--- config.mk ---
export PLATFORM = sky130hd
export DESIGN_NAME = rom_reader_flat
export DESIGN_NICKNAME = d
export VERILOG_FILES = /design/src/rtl/rom_pkg.sv /design/src/rtl/rom_reader_if.sv /design/src/rtl/rom_reader.sv /design/src/flat_wrapper.sv
export SDC_FILE = /design/constraint.sdc
export NUM_CORES = 1
export LEC_CHECK = 0
export CAP_MARGIN = 20
export CELL_PAD_IN_SITES_DETAIL_PLACEMENT = 1
export CELL_PAD_IN_SITES_GLOBAL_PLACEMENT = 1
export CORE_MARGIN = 1
export CORE_UTILIZATION = 38
export DETAILED_ROUTE_END_ITERATION = 12
export PLACE_DENSITY = 0.94
export SLEW_MARGIN = 10
export SYNTH_ARGS = -nofsm -noshare
export SYNTH_HDL_FRONTEND = slang
export SYNTH_SLANG_ARGS = --single-unit
--- constraint.sdc ---
create_clock -name clock -period 3 [get_ports clock]
set_clock_uncertainty 0.1 [all_clocks]
set_input_delay 0.45 -clock clock [delete_from_list [all_inputs] [get_ports clock]]
set_output_delay 0.45 -clock clock [all_outputs]
set_load 0.02 [all_outputs]
--- src/rtl/rom_pkg.sv ---
// Shared definitions for the ROM read sequencer and the ROM it drives.
package rom_pkg;

  localparam int ROM_DEPTH  = 8;
  localparam int ROM_ADDR_W = 3;

  typedef enum logic [2:0] {
    RD_IDLE,
    RD_READ,
    RD_CAPTURE,
    RD_HOLD,
    RD_FIN
  } rom_rd_state_t;

  // A request longer than the ROM is clipped to one full pass over it.
  function automatic logic [3:0] sat_len(input logic [3:0] len);
    return (len > 4'(ROM_DEPTH)) ? 4'(ROM_DEPTH) : len;
  endfunction

endpackage

--- src/rtl/rom_reader_if.sv ---
// Valid/ready word stream leaving the ROM reader.
interface rom_reader_if #(
  parameter int data_width = 8
) ();

  logic                  out_valid;
  logic                  out_ready;
  logic [data_width-1:0] out_data;
  logic                  out_last;

  modport master (
    output out_valid,
    output out_data,
    output out_last,
    input  out_ready
  );

  modport slave (
    input  out_valid,
    input  out_data,
    input  out_last,
    output out_ready
  );

endinterface

--- src/rtl/rom_reader.sv ---
// Read sequencer: walks a wrap-around address range of the attached ROM,
// absorbs its one-cycle read latency and streams each word on a valid/ready port.
module rom_reader
  import rom_pkg::*;
#(
  parameter int data_width = 8
) (
  input  logic                  clock,
  input  logic                  reset_n,
  input  logic                  start,
  input  logic [ROM_ADDR_W-1:0] base_addr,
  input  logic [3:0]            length,
  output logic                  busy,
  output logic                  done,
  output logic                  rom_en,
  output logic [ROM_ADDR_W-1:0] rom_addr,
  input  logic [data_width-1:0] rom_data,
  rom_reader_if.master          out_if
);

  rom_rd_state_t         state_q, state_d;
  logic [ROM_ADDR_W-1:0] cur_addr_q, cur_addr_d;
  logic [3:0]            remaining_q, remaining_d;
  logic [data_width-1:0] out_data_q, out_data_d;
  logic                  out_valid_q, out_valid_d;
  logic                  out_last_q, out_last_d;
  logic [3:0]            eff_len;

  assign eff_len = sat_len(length);

  // Next-state and datapath updates for the read/capture/hold sequence.
  always_comb begin
    state_d     = state_q;
    cur_addr_d  = cur_addr_q;
    remaining_d = remaining_q;
    out_data_d  = out_data_q;
    out_valid_d = out_valid_q;
    out_last_d  = out_last_q;
    case (state_q)
      RD_IDLE: begin
        if (start) begin
          if (eff_len == 4'd0) begin
            state_d = RD_FIN;
          end else begin
            cur_addr_d  = base_addr;
            remaining_d = eff_len;
            state_d     = RD_READ;
          end
        end
      end
      RD_READ: begin
        state_d = RD_CAPTURE;
      end
      RD_CAPTURE: begin
        out_data_d  = rom_data;
        out_last_d  = (remaining_q == 4'd1);
        out_valid_d = 1'b1;
        state_d     = RD_HOLD;
      end
      RD_HOLD: begin
        if (out_valid_q && out_if.out_ready) begin
          out_valid_d = 1'b0;
          out_last_d  = 1'b0;
          remaining_d = remaining_q - 4'd1;
          if (out_last_q) begin
            state_d = RD_FIN;
          end else begin
            cur_addr_d = cur_addr_q + ROM_ADDR_W'(1);
            state_d    = RD_READ;
          end
        end
      end
      RD_FIN: begin
        state_d = RD_IDLE;
      end
      default: begin
        state_d = RD_IDLE;
      end
    endcase
  end

  // State and datapath registers, cleared asynchronously by reset.
  always_ff @(posedge clock or negedge reset_n) begin
    if (!reset_n) begin
      state_q     <= RD_IDLE;
      cur_addr_q  <= '0;
      remaining_q <= '0;
      out_data_q  <= '0;
      out_valid_q <= 1'b0;
      out_last_q  <= 1'b0;
    end else begin
      state_q     <= state_d;
      cur_addr_q  <= cur_addr_d;
      remaining_q <= remaining_d;
      out_data_q  <= out_data_d;
      out_valid_q <= out_valid_d;
      out_last_q  <= out_last_d;
    end
  end

  assign busy     = (state_q != RD_IDLE);
  assign done     = (state_q == RD_FIN);
  assign rom_en   = (state_q == RD_READ);
  assign rom_addr = rom_en ? cur_addr_q : '0;

  assign out_if.out_valid = out_valid_q;
  assign out_if.out_data  = out_data_q;
  assign out_if.out_last  = out_last_q;

endmodule

--- src/flat_wrapper.sv ---
// flat-port wrapper written by rule: the top's interface ports become plain ports
module rom_reader_flat import rom_pkg::*;
#(
  parameter int data_width = 8
)
  (clock, reset_n, start, base_addr, length, busy, done, rom_en, rom_addr, rom_data, out_if_out_valid, out_if_out_data, out_if_out_last, out_if_out_ready);
  rom_reader_if #(.data_width(data_width)) out_if_i ();
  input  logic clock;
  input  logic reset_n;
  input  logic start;
  input  logic [ROM_ADDR_W-1:0] base_addr;
  input  logic [3:0] length;
  output logic busy;
  output logic done;
  output logic rom_en;
  output logic [ROM_ADDR_W-1:0] rom_addr;
  input  logic [data_width-1:0] rom_data;
  output wire logic [$bits(out_if_i.out_valid)-1:0] out_if_out_valid;
  output wire logic [$bits(out_if_i.out_data)-1:0] out_if_out_data;
  output wire logic [$bits(out_if_i.out_last)-1:0] out_if_out_last;
  input wire logic [$bits(out_if_i.out_ready)-1:0] out_if_out_ready;
  assign out_if_out_valid = out_if_i.out_valid;
  assign out_if_out_data = out_if_i.out_data;
  assign out_if_out_last = out_if_i.out_last;
  assign out_if_i.out_ready = out_if_out_ready;
  rom_reader #(.data_width(data_width)) u_core (.clock(clock), .reset_n(reset_n), .start(start), .base_addr(base_addr), .length(length), .busy(busy), .done(done), .rom_en(rom_en), .rom_addr(rom_addr), .rom_data(rom_data), .out_if(out_if_i));
endmodule
==> Yosys cells after proc, flatten, opt, wreduce, memory -nomap -nowiden <==
Cells that the tools add are included.
{ "word_totals": {"reg_bits": 20, "in_bits": 19, "wordCells": 47, "out_inout_bits": 16} }
{ "classes": {"n_eq_ne": 9, "n_lt_le_gt_ge": 1, "reduce_logical": 10, "add_sub_neg": 2, "n_mux": 19} }
{ "ops": {"columns": ["cell", "count"], "rows": [
  ["two-way mux 3 bit", 9],
  ["two-way mux 4 bit", 4],
  ["one-hot mux 3 bit (4 select lines)", 1],
  ["one-hot mux 4 bit (2 select lines)", 1],
  ["== test 3 x 2 -> 1 bit (second input constant)", 2],
  ["!= test 2 bit (second input constant)", 3],
  ["one-hot mux 3 bit (2 select lines)", 1],
  ["AND reduction 5 bit", 1],
  ["== test 4 x 1 -> 1 bit (second input constant)", 1],
  ["greater-than comparator 4 bit (second input constant)", 1],
  ["zero test 4 bit", 1],
  ["one-hot mux 1 bit (2 select lines)", 2],
  ["AND reduction 2 bit", 2],
  ["AND reduction 4 bit", 1],
  ["nonzero test 2 bit", 2],
  ["subtractor 4 x 1 -> 4 bit (second input constant)", 1],
  ["adder 3 x 1 -> 3 bit (second input constant)", 1],
  ["== test 3 x 1 -> 1 bit (second input constant)", 1],
  ["== test 3 bit (second input constant)", 1],
  ["zero test 3 bit", 1],
  ["nonzero test 3 bit", 1],
  ["!= test 2 x 1 -> 1 bit (second input constant)", 1],
  ["logical AND 1 bit", 1],
  ["two-way mux 1 bit", 1]
]} }

==> Logic depth before layout (Yosys ltp) <==
Gate-level depths: netlist of run 1.
{ "logic_depth": {"depth_word": 6, "ltp_mapped": 6, "ltp_nobuf": 5} }

==> Worst setup path after synthesis of run 1 <==
OpenSTA, ideal clock, no wires.
{ "synth_path": {"path_type": "register to output", "startpoint": "register u_core.state_q[0]", "endpoint": "output port rom_addr[0]", "t_required_ns": 2.450, "path_slack_ns": 0.930, "stages_incl_launch_ff": 4, "arrival_ns": 1.520, "path_buffers": 1, "cell_sequence": "dfrtp_1 > buf_2 > nor3b_1 > and2_1"} }
{ "synth_between": {"elab_chain_cells": 2} }
{ "synth_lines": {"columns": ["item", "line_no", "text"], "rows": [
  ["start, declared", "rom_reader.sv:21", "rom_rd_state_t state_q, state_d;"],
  ["start signal, assigned", "rom_reader.sv:92", "state_q <= state_d;"],
  ["== test 3 x 1 -> 1 bit", "rom_reader.sv:103", "assign rom_en = (state_q == RD_READ);"],
  ["net rom_en", "flat_wrapper.sv:15", "output logic rom_en;"],
  ["two-way mux 3 bit", "rom_reader.sv:104", "assign rom_addr = rom_en ? cur_addr_q : '0;"],
  ["end, declared", "flat_wrapper.sv:16", "output logic [ROM_ADDR_W-1:0] rom_addr;"]
]} }
The timed path passes the listed nets, and every way through them passes these cells.

==> Worst setup path in the final report of run 1 <==
{ "layout_path": {"startpoint": "register u_core.state_q[0]", "endpoint": "output port rom_addr[0]"} }
{ "layout_between": {"elab_chain_cells": 2} }
{ "layout_lines": {"columns": ["item", "line_no"], "rows": [
  ["== test 3 x 1 -> 1 bit", "rom_reader.sv:103"],
  ["two-way mux 3 bit", "rom_reader.sv:104"]
]} }
No other way between the ends.

==> qor.yml, run 1 <==
nets: 162
diodes: 0
synth.area.mux_share_pct: 7.886
seq_area_frac_synth_pct: 43.81
cp-start-kind: "flop"
cts_resized: 0
cellLeakagePower_uw: 0.0006442
placed_cell_area_um2: 1486
setup_viol: 0
antenna_left: 0
ctsHoldBuffers: 0
yosysWarnings: 0
multi_input_comb_area_um2: 588.1
postSynth.asyncResetShare_pct: 100.0
die_y_um: 56.83
tightestPinTransition_ns: 0.5090
globalplace.congestion: 0.8253
grt_pass1_wl_mm: 4.974
routed_via_density: 5.665
post-cts-setup-buffers: 0
ys_seq_elements: 20
die_w_um: 56.83
cp.required_ns: 2.45
path_class: "flop to output pin"
synthCells: 104
port_buffers: 34
nFillCells: 305
hold_violations: 0
drv_slew: 0
crit_fanout: 11
io-pin-count: 35
synth_edf_count: 0
grt_pass1_vias: 1029
clkSinkCount: 20
cts_made_buffers: 3
rsz0062_at_grt: "false"
yosys.cell_types.count: 39
area_growth_pct: 36.03
drv_cap: 0
syn_area_um2: 1142
fin_area_um2: 1554
cp.arrival_ns: 2.15
clock-root-buffer: "clkbuf_4"
gr-total-overflow: 0
fp.dieArea_um2: 3230
drive_above_1_share_pct: 15.83
regArea_um2: 500.5
synth.avg_cell_area_um2: 10.98
grt_max_degree: 21
synth.net_count: 126
cts_htree_levels: 1
synth_top_family_by_area: "simple AND/OR/NAND/NOR gates"
drc: 2
vias: 963
start_util_pct: 40.72
clk_pin_slew_ns: 0.13
std_cell_rows: 19
clock_path_buffers: 2
core-area_um2: 2805
worst_setup_path_end_kind: "output pin"
wl_mm: 2.962
synth_compound_area_share_pct: 17.96
ir_drop_uv: 507.0
status: "complete, but fails checks"
gr-usage-all-layers_pct: 20.82
relSlewSlack_pct: 65.96
finalCriticalPeriod_ns: 2.705
drtIter0Drc: 15
max_freq_mhz: 369.7
drtPass1Iterations: 8
p_total_uw: 1525
violations: "DRC"
synth_fa_ha_area_share_pct: 3.286
holdWs_ns: 0.2683
clk_latency_ns: 0.33
dp_hpwl_mm: 2.108
p_per_area_nw_per_um2: 981.3
utilization_pct: 55.40
wl_per_cell_um: 17.42
hold_class: "input port to async pin"
finalCritPeriodShare_pct: 90.16
synth_xor_xnor_area_share_pct: 0
tns_ns: 0
synthSimpleGateAreaFrac_pct: 22.34
synth_flop_cell: "dfrtp_1"
tritoncts: "built"
antenna_found_initial: 0
flip-flops by register name, summed over array words and instances, names as in the netlist:
| signal | cells |
|---|---|
| u_core.out_if.out_valid | 1 |
| u_core.out_if.out_data | 8 |
| u_core.remaining_q | 4 |
| u_core.out_if.out_last | 1 |
| u_core.cur_addr_q | 3 |
| u_core.state_q | 3 |
cell families (layout without fill, tap and decap cells):
logic type | Yosys count | in the layout
muxes | 8 | 8
DFF | 20 | 20
adders and majority gates | 3 | 3
AOI/OAI and AO/OA | 24 | 24
buffers and inverters | 9 | 44
and+or+nand+nor | 40 | 40
worst max-delay path, cell delays in order, from the launching register on:
cell	delay (ns)
dfrtp_1	0.61
nor3b_1	0.42
and2_1	0.20
clkdlybuf4s50_1	0.60
worst paths after layout:
kind                       cells after the start                                  start  slack [ns]                                    end
hold / removal                                 1                                reset_n        0.27  u_core.out_if.out_data[2]$_DFFE_PN0N_
hold reg to reg                                1  u_core.out_if.out_data[0]$_DFFE_PN0N_        0.43  u_core.out_if.out_data[0]$_DFFE_PN0N_
min in group clock                             1  u_core.out_if.out_data[0]$_DFFE_PN0N_        0.43  u_core.out_if.out_data[0]$_DFFE_PN0N_
setup / recovery                               3          u_core.state_q[0]$_DFFE_PN0P_        0.30                            rom_addr[0]
setup reg to reg                               3          u_core.state_q[1]$_DFFE_PN0P_        1.20  u_core.out_if.out_data[4]$_DFFE_PN0N_
max in group asynchronous                      2                                reset_n        2.10      u_core.remaining_q[1]$_DFFE_PN0P_
cells in the mapped netlist (2+ instances only):
cell type | number | area, um2
mux2_2 | 8 | 90.09
nand2_1 | 8 | 30.03
buf_6 | 2 | 22.52
and2_1 | 4 | 25.02
nor3b_1 | 3 | 22.52
a31oi_1 | 2 | 12.51
a21oi_1 | 8 | 40.04
nor3_1 | 2 | 10.01
inv_1 | 5 | 18.77
ha_1 | 3 | 37.54
o21ai_0 | 4 | 20.02
dfrtp_1 | 20 | 500.5
nand3_1 | 2 | 10.01
nor2_1 | 6 | 22.52
nand2b_1 | 3 | 18.77
power breakdown:
group / switching, uW / total, uW / internal (uW)
Clock: 96.5 / 232 / 135
Combinational: 402 / 783 / 381
Sequential: 120 / 511 / 390
placed cells by master, fill, tap and decap left out, types with 2 or more instances in the layout:
cell and n:
and2_1 4, o21ai_0 4, mux2_2 8, clkbuf_4 3, dfrtp_1 20, nand2_1 8
nor2_1 6, nand3_1 2, a21oi_1 8, nor3_1 2, nand2b_1 3, clkdlybuf4s50_1 34
inv_1 5, ha_1 3, nor3b_1 3, a31oi_1 2
routing by layer:
metal | routed length [um] | part of all wire, % | track usage (%) | vias to the layer above
met5 | 0 | 0 | 0 | -
met4 | 61 | 2.1 | 7.666 | 0
met3 | 87 | 2.9 | 3.456 | 7
met2 | 1519 | 51 | 36.39 | 24
met1 | 1294 | 44 | 25.66 | 485
li1 | - | - | - | 447
through the flow:
| step | instances | setup WS (ns) |
|---|---|---|
| floorplan | 104 | 0.9303 |
| CTS | 169 | 0.2727 |
| global route | 170 | 0.1287 |
| finish | 170 | 0.2953 |
| detailed placement | 165 | 0.6538 |
| global placement | 165 | 0.7396 |
cell type report:
class | count | share of cell area (%)
inverters | 5 | 1.208
flip-flops and latches | 20 | 32.21
well taps | 31 | 2.496
repair buffers | 35 | 22.87
multi-input cells | 75 | 37.84
clock inverters | 1 | 1.932
clock buffers | 3 | 1.449
(Power assumes the default switching activity.)
==> run 2: changes to the inputs <==
Settings changed: CTS_CLUSTER_DIAMETER set to 100.
==> results of run 2 <==
Same layout as run 1: the final DEF is identical, and so are final timing and power.
